$ cat config.mk
export PLATFORM = sky130hd
export DESIGN_NAME = ram_wb_slave
export DESIGN_NICKNAME = d
export VERILOG_FILES = /design/src/rtl/ram_wb_slave.sv
export SDC_FILE = /design/constraint.sdc
export NUM_CORES = 1
export LEC_CHECK = 0
export BUFFER_PORTS_ARGS = -buffer_cell sky130_fd_sc_hd__buf_4
export CELL_PAD_IN_SITES_DETAIL_PLACEMENT = 0
export CELL_PAD_IN_SITES_GLOBAL_PLACEMENT = 1
export CORE_MARGIN = 2
export CORE_UTILIZATION = 24
export CTS_CLUSTER_SIZE = 16
export DETAILED_ROUTE_END_ITERATION = 16
export PLACE_DENSITY = 0.92
export SLEW_MARGIN = 20
export SYNTH_ARGS = -nofsm -noshare
export SYNTH_HDL_FRONTEND = slang
export SYNTH_SLANG_ARGS = --single-unit
$ cat constraint.sdc
create_clock -name clk_i -period 5.3 [get_ports clk_i]
set_input_delay 1.325 -clock clk_i [delete_from_list [all_inputs] [get_ports clk_i]]
set_output_delay 1.325 -clock clk_i [all_outputs]
set_load 0.005 [all_outputs]
$ cat src/rtl/ram_wb_slave.sv
// ram_wb_slave: Wishbone B3 classic / incrementing-burst slave in front of a
// single-port synchronous RAM with a one-cycle registered read port.
// Latency: one wait cycle on the first beat, then one ack per cycle in bursts.
// Backpressure: master stalls by dropping wb_stb_i; the slave holds its beat
// address and re-reads the pending word so data is valid when stb returns.
//
// Ports:
//   clk_i, rst_i           clock, synchronous active-high reset
//   wb_cyc_i .. wb_cti_i   Wishbone slave request side (byte address in)
//   wb_dat_o, wb_ack_o,
//   wb_err_o               Wishbone response side
//   ram_we_o, ram_adr_o,
//   ram_be_o, ram_dat_o    RAM write/address port (word addressed)
//   ram_dat_i              RAM registered read data
module ram_wb_slave #(
  parameter int          ADDR_W    = 12,
  parameter logic [31:0] BASE_ADDR = 32'h8000_0000
) (
  input  logic              clk_i,
  input  logic              rst_i,
  input  logic              wb_cyc_i,
  input  logic              wb_stb_i,
  input  logic              wb_we_i,
  input  logic [31:0]       wb_adr_i,
  input  logic [3:0]        wb_sel_i,
  input  logic [31:0]       wb_dat_i,
  input  logic [2:0]        wb_cti_i,
  output logic [31:0]       wb_dat_o,
  output logic              wb_ack_o,
  output logic              wb_err_o,
  output logic              ram_we_o,
  output logic [ADDR_W-1:0] ram_adr_o,
  output logic [3:0]        ram_be_o,
  output logic [31:0]       ram_dat_o,
  input  logic [31:0]       ram_dat_i
);

  typedef enum logic [1:0] {
    ST_IDLE = 2'd0,
    ST_XFER = 2'd1,
    ST_ERR  = 2'd2
  } state_t;

  localparam logic [2:0] CTI_INCR = 3'b010;

  state_t            state_q, state_d;
  logic [ADDR_W-1:0] cur_q, cur_d;

  logic              req;
  logic              hit;
  logic [ADDR_W-1:0] adr_word;
  logic [ADDR_W-1:0] cur_inc;

  assign req      = wb_cyc_i & wb_stb_i;
  assign hit      = (wb_adr_i[31:ADDR_W+2] == BASE_ADDR[31:ADDR_W+2]) &&
                    (wb_adr_i[1:0] == 2'b00);
  assign adr_word = wb_adr_i[ADDR_W+1:2];
  // Natural wrap of the ADDR_W-bit add keeps bursts inside the RAM.
  assign cur_inc  = cur_q + ADDR_W'(1);

  assign ram_be_o  = wb_sel_i;
  assign ram_dat_o = wb_dat_i;

  always_comb begin
    state_d   = state_q;
    cur_d     = cur_q;
    wb_ack_o  = 1'b0;
    wb_err_o  = 1'b0;
    ram_we_o  = 1'b0;
    ram_adr_o = cur_q;
    wb_dat_o  = '0;

    case (state_q)
      ST_IDLE: begin
        // Present the incoming address straight to the RAM so the read
        // data is ready in the following (ack) cycle.
        ram_adr_o = adr_word;
        if (req) begin
          if (hit) begin
            state_d = ST_XFER;
            cur_d   = adr_word;
          end else begin
            state_d = ST_ERR;
          end
        end
      end

      ST_XFER: begin
        if (req) begin
          wb_ack_o = 1'b1;
          ram_we_o = wb_we_i;
          if (wb_cti_i == CTI_INCR) begin
            cur_d = cur_inc;
            // Prefetch the next word so the next beat can ack immediately.
            if (!wb_we_i) begin
              ram_adr_o = cur_inc;
            end
          end else begin
            state_d = ST_IDLE;
          end
        end
      end

      ST_ERR: begin
        wb_err_o = req;
        state_d  = ST_IDLE;
      end

      default: begin
        state_d = ST_IDLE;
      end
    endcase

    if (!wb_cyc_i) begin
      state_d = ST_IDLE;
    end

    // Reset suppresses every response and any RAM write in the same cycle.
    if (rst_i) begin
      wb_ack_o = 1'b0;
      wb_err_o = 1'b0;
      ram_we_o = 1'b0;
    end

    if (wb_ack_o && !wb_we_i) begin
      wb_dat_o = ram_dat_i;
    end
  end

  always_ff @(posedge clk_i) begin
    if (rst_i) begin
      state_q <= ST_IDLE;
      cur_q   <= '0;
    end else begin
      state_q <= state_d;
      cur_q   <= cur_d;
    end
  end

endmodule

==> metrics.yaml, run 1 <==
status:
  status: "finished clean"
floorplanning:
  die_h_um: 92.3
  dieArea_um2: 8520
  initial_core_util_pct: 24.5
  ios: 191
  die_w_um: 92.3
  rows: 32
  core_um2: 7650
yosys:
  ys_seq_elements: 14
  netlist_top_cells_area: "dfxtp_1 15%, buf_4 14%, and2_1 11%"
  synthMuxAreaShare_pct: 0.535
  yosys.area.top_type: "dfxtp_1"
  async_flop_share_pct: 0
  synthCells: 267
  synth_compound_area_share_pct: 27.9
  synth_ff_type: "dfxtp_1"
  synth.distinct_cells: 46
  synth_top_area_share_pct: 15.0
  synth_adder_area_share_pct: 0.668
  yosysSeqAreaShare_pct: 15.0
  syn_area_um2: 1870
  syn_nets: 376
  syn_area_per_cell_um2: 7.01
  synth_edf_count: 0
  yosys.area_share.simple_pct: 36.3
  ys_warn_count: 0
  synth-xor-area-share_pct: 0
  synth_top_family_by_area: "simple AND/OR/NAND/NOR gates"
sta:
  rsz0062_at_grt: "no"
  tightest_slew_ns: 1.01
  timing.final.ws_setup_ns: 0.866
  timing.fmax_mhz: 226
  timing_hold_violations_final: 0
  maxSlewViolCount: 0
  finalCriticalPeriod_ns: 4.43
  fin_skew_ns: 0.00352
  holdWs_ns: 0.550
  relSlewSlack_pct: 32.8
  finalSetupViolations: 0
  tns_ns: 0
  layout_worst_path_cycle_share_pct: 83.7
pwr:
  p_int_uw: 205
  p_sw_share_pct: 25.8
  p_clk_share_pct: 33.4
  p_leak_nw: 1.12
  comb_power_share_pct: 27.8
  ir_drop_v: 0.0000640
  seqPwrFrac_pct: 38.7
  p_switching_uw: 71.3
  powerDensity_nw_per_um2: 107
  p_total_uw: 277
critical_path:
  cp-start-kind: "input pin"
  cp_cell_sequence: "buf_4, or3b_4, or3_4, nor3_1, a31o_2, a21oi_1, buf_4"
  end_kind: "primary output"
  arrival_ns: 3.11
  reg2reg_depth: 5
  crit_type: "input pin to primary output"
  crit_slowest_cell: "or3_4"
  regToRegStartpoint: "state_q[1]$_SDFFE_PP0P_"
  cp_max_fo: 13
  path_common_cell: "buf_4"
  cp-startpoint: "wb_cti_i[0]"
  required_ns: 3.97
  max_stage_delay_ns: 0.47
place:
  dpl_cell_area_um2: 2550
  dp_slack_ns: 0.836
  hpwlAfterDp_um: 5850
  port_buffers: 118
  routabilityCongestion: 0.872
final_layout:
  fillers: 836
  multi_input_area_um2: 1230
  fin_nets: 447
  antenna_cells: 0
  finish.instance_area_um2: 2590
  areaGrowthSynthToFinish_pct: 38.3
  drive_above_1_share_pct: 40.2
  seq_area_um2: 280
clock_network:
  cts.clk_slew.worst_paths_ns: 0.06
  clockBufferDepth: 2
  htreeDepth: 1
  post_cts_buffers: 0
  cts_sinks: 14
  cts_hold_buf: 0
  cts_tree: "built"
  clk_latency_ns: 0.25
  numCtsBuffers: 3
  clockRootBuffer: "clkbuf_8"
  cts_resized: 0
drt:
  wl_per_cell_um: 16.3
  drt_first_pass_iters: 4
  finalWirelength_um: 7140
  via_count: 2258
  drtAntennaViolNets: 0
  dr.max_layer_used: "met4"
  drt-initial-drc-count: 193
  via_per_inst: 5.16
  m1WireLength_um: 2550
  wl_met2_um: 3950
  dr_wl_met3_um: 529
  drcViolationCount: 0
hold_path:
  hold_depth: 2
  min_from: "cur_q[10]$_SDFFE_PP0P_"
  min_path_type: "flop to flop"
grt:
  grt_first_pass_wirelength_um: 11200
  grt_use_total_pct: 16.4
  grt_max_degree: 33
  antenna_found_initial: 0
  grt_pass1_vias: 2242
  overflow: 0
flow_run:
  maxCapViolCount: 0
==> cell usage in the layout, fill, tap and decap left out, types with 2 or more instances in the layout <==
cell      synthesis  final
a21oi_1          25     25
a22oi_1           7      7
a311oi_1          2      2
and2_1           34     34
and3_1            6      6
buf_4            36    119
clkbuf_8          0      3
dfxtp_1          14     14
inv_1             2      2
nand2_1          25     25
nand2b_1          8      8
nand3_1          10     10
nor2_1            9      9
nor3_1           11     11
nor3_2            2      2
nor4_1            7      6
nor4_2            1      2
o21ai_0          10     10
o221ai_1          4      4
o22ai_1           7      7
o31a_1            2      2
o31ai_1           2      2
o32ai_1           5      5
==> power by group through the flow <==
stage | sequential [mW] | clock, mW | combinational, mW
finish | 0.107 | 0.0925 | 0.0770
global route | 0.107 | 0.0945 | 0.0835
CTS | 0.107 | 0.0908 | 0.0777
detailed placement | 0.109 | 0 | 0.0775
global placement | 0.110 | 0 | 0.0764
floorplan | 0.108 | 0 | 0.0435
==> registers in the layout (all words and copies together), names as in the netlist <==
| signal | flops |
|---|---|
| state_q | 2 |
| cur_q | 12 |
==> layout make-up <==
class / instances / share of cell area, %
Clock buffer: 3 / 1.59
Sequential cell: 14 / 10.8
Multi-Input combinational cell: 196 / 47.6
Timing Repair Buffer: 119 / 34.5
Inverter: 4 / 0.580
Tap cell: 102 / 4.93
==> final timing paths <==
| check | to | slack (ns) |
|---|---|---|
| setup / recovery | ram_adr_o[11] | 0.87 |
| hold / removal | cur_q[10]$_SDFFE_PP0P_ | 0.55 |
| setup reg to reg | cur_q[11]$_SDFFE_PP0P_ | 2.90 |
| hold reg to reg | cur_q[10]$_SDFFE_PP0P_ | 0.55 |
==> worst max-delay path, delay by kind of cell <==
kind            cells  cell delay [ns]
buf+inv             2             0.28
simple gates        3             1.22
compound gates      2             0.29
==> kinds of logic (layout without fill, tap and decap cells) <==
kind of cell,Yosys count,after routing
AOI/OAI and AO/OA,75,75
adders and majority gates,1,1
buffers and inverters,57,126
DFF,14,14
muxes,1,1
and+or+nand+nor,119,119
==> cell usage after synthesis, drive strengths merged (2+ instances only) <==
cell type	number
o21ai	10
o32ai	5
dfxtp	14
clkbuf	13
buf	40
nor3	13
and2	34
a22oi	7
inv	3
o221ai	4
nand2b	8
and3	6
nor2	9
a21oi	25
nand3	11
o22ai	7
o31a	2
nor4	9
a311oi	2
nand2	25
o31ai	3
==> through the flow <==
| stage | cells | util [%] |
|---|---|---|
| finish | 438 | 33.9 |
| global route | 438 | 33.9 |
| CTS | 438 | 33.9 |
| detailed placement | 435 | 33.3 |
| global placement | 435 | 33.3 |
| floorplan | 267 | - |
==> routing by layer <==
| metal | vias to the layer above | track usage (%) |
|---|---|---|
| met1 | 1051 | 17.7 |
| met4 | 0 | 4.10 |
| li1 | 1075 | - |
| met2 | 120 | 32.4 |
| met5 | - | 0 |
| met3 | 12 | 2.77 |
No activity file was read; power rests on OpenSTA's default activity.
==> inputs of run 2 (changes only) <==
Settings changed: ABC_AREA set to 1, CORE_UTILIZATION 24 to 19, PLACE_DENSITY 0.92 to 0.81.
Clock period 5.3 ns to 3.7 ns, I/O delays scaled along.
==> metrics.yaml, run 2 <==
final_layout:
  fin_nets: 559
  regMostFlops: "cur_q"
  layout_common_cells: "124 x buf_4, 88 x nand2_1, 66 x nor2_1"
  largest_reg_flops: 12
  areaGrowthSynthToFinish_pct: 40.3
  final_util_pct: 27.1
  antenna_cells: 0
  finish.instance_area_um2: 2760
  drive_above_1_share_pct: 29.5
  reg_top3: "cur_q x12, state_q x2"
  layout_commonest_cell: "buf_4"
sta:
  tightest_slew_ns: 0.493
  fin_skew_ns: 0.00597
  finalSetupViolations: 0
  maxSlewViolCount: 0
  layout_worst_path_cycle_share_pct: 86.9
  timing.fmax_mhz: 311
  timing.final.ws_setup_ns: 0.485
  rsz0062_at_grt: "no"
  tns_ns: 0
  relSlewSlack_pct: 67.1
  finalCriticalPeriod_ns: 3.21
  timing_hold_violations_final: 0
critical_path:
  cp_cell_sequence: "buf_4, nor2_1, nand2_1, inv_1, nand3_1, buf_4, inv_1, nand2_1, a21oi_1, o21ai_0, nand2_1, inv_1, buf_4"
  crit_family: "buffers and inverters"
  arrival_ns: 2.29
  crit_type: "input pin to primary output"
  end_kind: "primary output"
  required_ns: 2.77
  cp-start-kind: "input pin"
  max_stage_delay_ns: 0.21
  crit_buf_inv: 6
  cp_max_fo: 16
  crit_slowest_cell: "buf_4"
yosys:
  syn_nets: 481
  synth_most_common_cell: "nand2_1"
  netlist_top_cells_area: "nand2_1 17%, buf_4 15%, dfxtp_1 14%"
  synth_ff_type: "dfxtp_1"
  synth.distinct_cells: 27
  ys_warn_count: 0
  synth_edf_count: 0
  yosysSeqAreaShare_pct: 14.2
  synth_top_area_share_pct: 16.8
  ys_seq_elements: 14
  syn_area_um2: 1970
  syn_area_per_cell_um2: 5.29
  async_flop_share_pct: 0
  yosys.area.top_type: "nand2_1"
  synthCells: 372
  synth_common_cells: "88 x nand2_1, 66 x nor2_1, 63 x inv_1"
drt:
  wl_met2_um: 3670
  dr.max_layer_used: "met4"
  finalWirelength_um: 6970
  drcViolationCount: 0
  via_count: 2458
  drtAntennaViolNets: 0
  drt_first_pass_iters: 4
  drt-initial-drc-count: 87
  dr_wl_met3_um: 366
  wl_per_cell_um: 11.9
  via_per_inst: 4.21
  m1WireLength_um: 2900
clock_network:
  htreeDepth: 1
  cts_resized: 0
  clockBufferDepth: 2
  clk_latency_ns: 0.25
  cts_hold_buf: 0
  clockRootBuffer: "clkbuf_8"
  cts_sinks: 14
  cts.clk_slew.worst_paths_ns: 0.06
  numCtsBuffers: 3
  post_cts_buffers: 0
  cts_tree: "built"
place:
  dpl_cell_area_um2: 2720
  dp_slack_ns: 0.493
  hpwlAfterDp_um: 5550
  port_buffers: 118
  routabilityCongestion: 0.844
floorplanning:
  rows: 37
  dieArea_um2: 11200
  initial_core_util_pct: 19.3
  ios: 191
  die_h_um: 106
  die_w_um: 106
  core_um2: 10200
grt:
  grt_use_total_pct: 12.2
  grt_pass1_vias: 2395
  overflow: 0
  antenna_found_initial: 0
  grt_max_degree: 33
  grt_first_pass_wirelength_um: 11200
pwr:
  p_total_uw: 404
  p_leak_nw: 1.50
  ir_drop_v: 0.0000882
  powerDensity_nw_per_um2: 146
status:
  status: "finished clean"
flow_run:
  maxCapViolCount: 0
hold_path:
  min_path_type: "flop to flop"
==> run 2: metrics by stage <==
step | instances | hold WS, ns
3_5_place_dp | 581 | 0.481
2_1_floorplan | 372 | 0.457
6_report | 584 | 0.490
4_1_cts | 584 | 0.491
5_1_grt | 584 | 0.511
3_3_place_gp | 581 | 0.472
==> run 2: final timing paths <==
kind              slack [ns]  depth (start not counted)                    start                    end
setup reg to reg        1.92                          6  state_q[1]$_SDFFE_PP0P_  cur_q[7]$_SDFFE_PP0P_
setup / recovery        0.49                         13              wb_cti_i[0]           ram_adr_o[6]
hold / removal          0.49                          2    cur_q[0]$_SDFFE_PP0P_  cur_q[0]$_SDFFE_PP0P_
hold reg to reg         0.49                          2    cur_q[0]$_SDFFE_PP0P_  cur_q[0]$_SDFFE_PP0P_
==> run 2: metal layers <==
layer / global-route usage (%) / vias up
met3: 2.16 / 4
li1: - / 1272
met1: 14.0 / 1109
met5: 0 / -
met2: 23.4 / 73
met4: 2.54 / 0
==> run 2: layout make-up <==
type | instances | area [µm²]
fillers | 1162 | 7420
multi-input cells | 243 | 1100
repair buffers | 124 | 931
flip-flops and latches | 14 | 280
inverters | 64 | 240
well taps | 136 | 170
clock buffers | 3 | 41.3
==> run 2: worst reg2reg max path, stage by stage (launching register included) <==
cell	delay [ns]
dfxtp_1	0.63
inv_1	0.29
nand4_1	0.20
nand2_1	0.29
nand3_1	0.17
nand2_1	0.06
nor2_1	0.09
==> run 2: logic make-up after synthesis <==
family / Yosys count / synth area share, %
buffers and inverters: 115 / 29.9
AO/OA/AOI/OAI: 44 / 13.3
AND/OR/NAND/NOR: 198 / 41.9
flip-flops: 14 / 14.2
adder cells (fa/ha/maj): 1 / 0.635
==> run 2: power by group <==
part / switching [mW] / internal [mW] / total (mW)
clock network: 0.0574 / 0.0720 / 0.129
registers: 0.00177 / 0.152 / 0.153
logic: 0.0483 / 0.0733 / 0.122
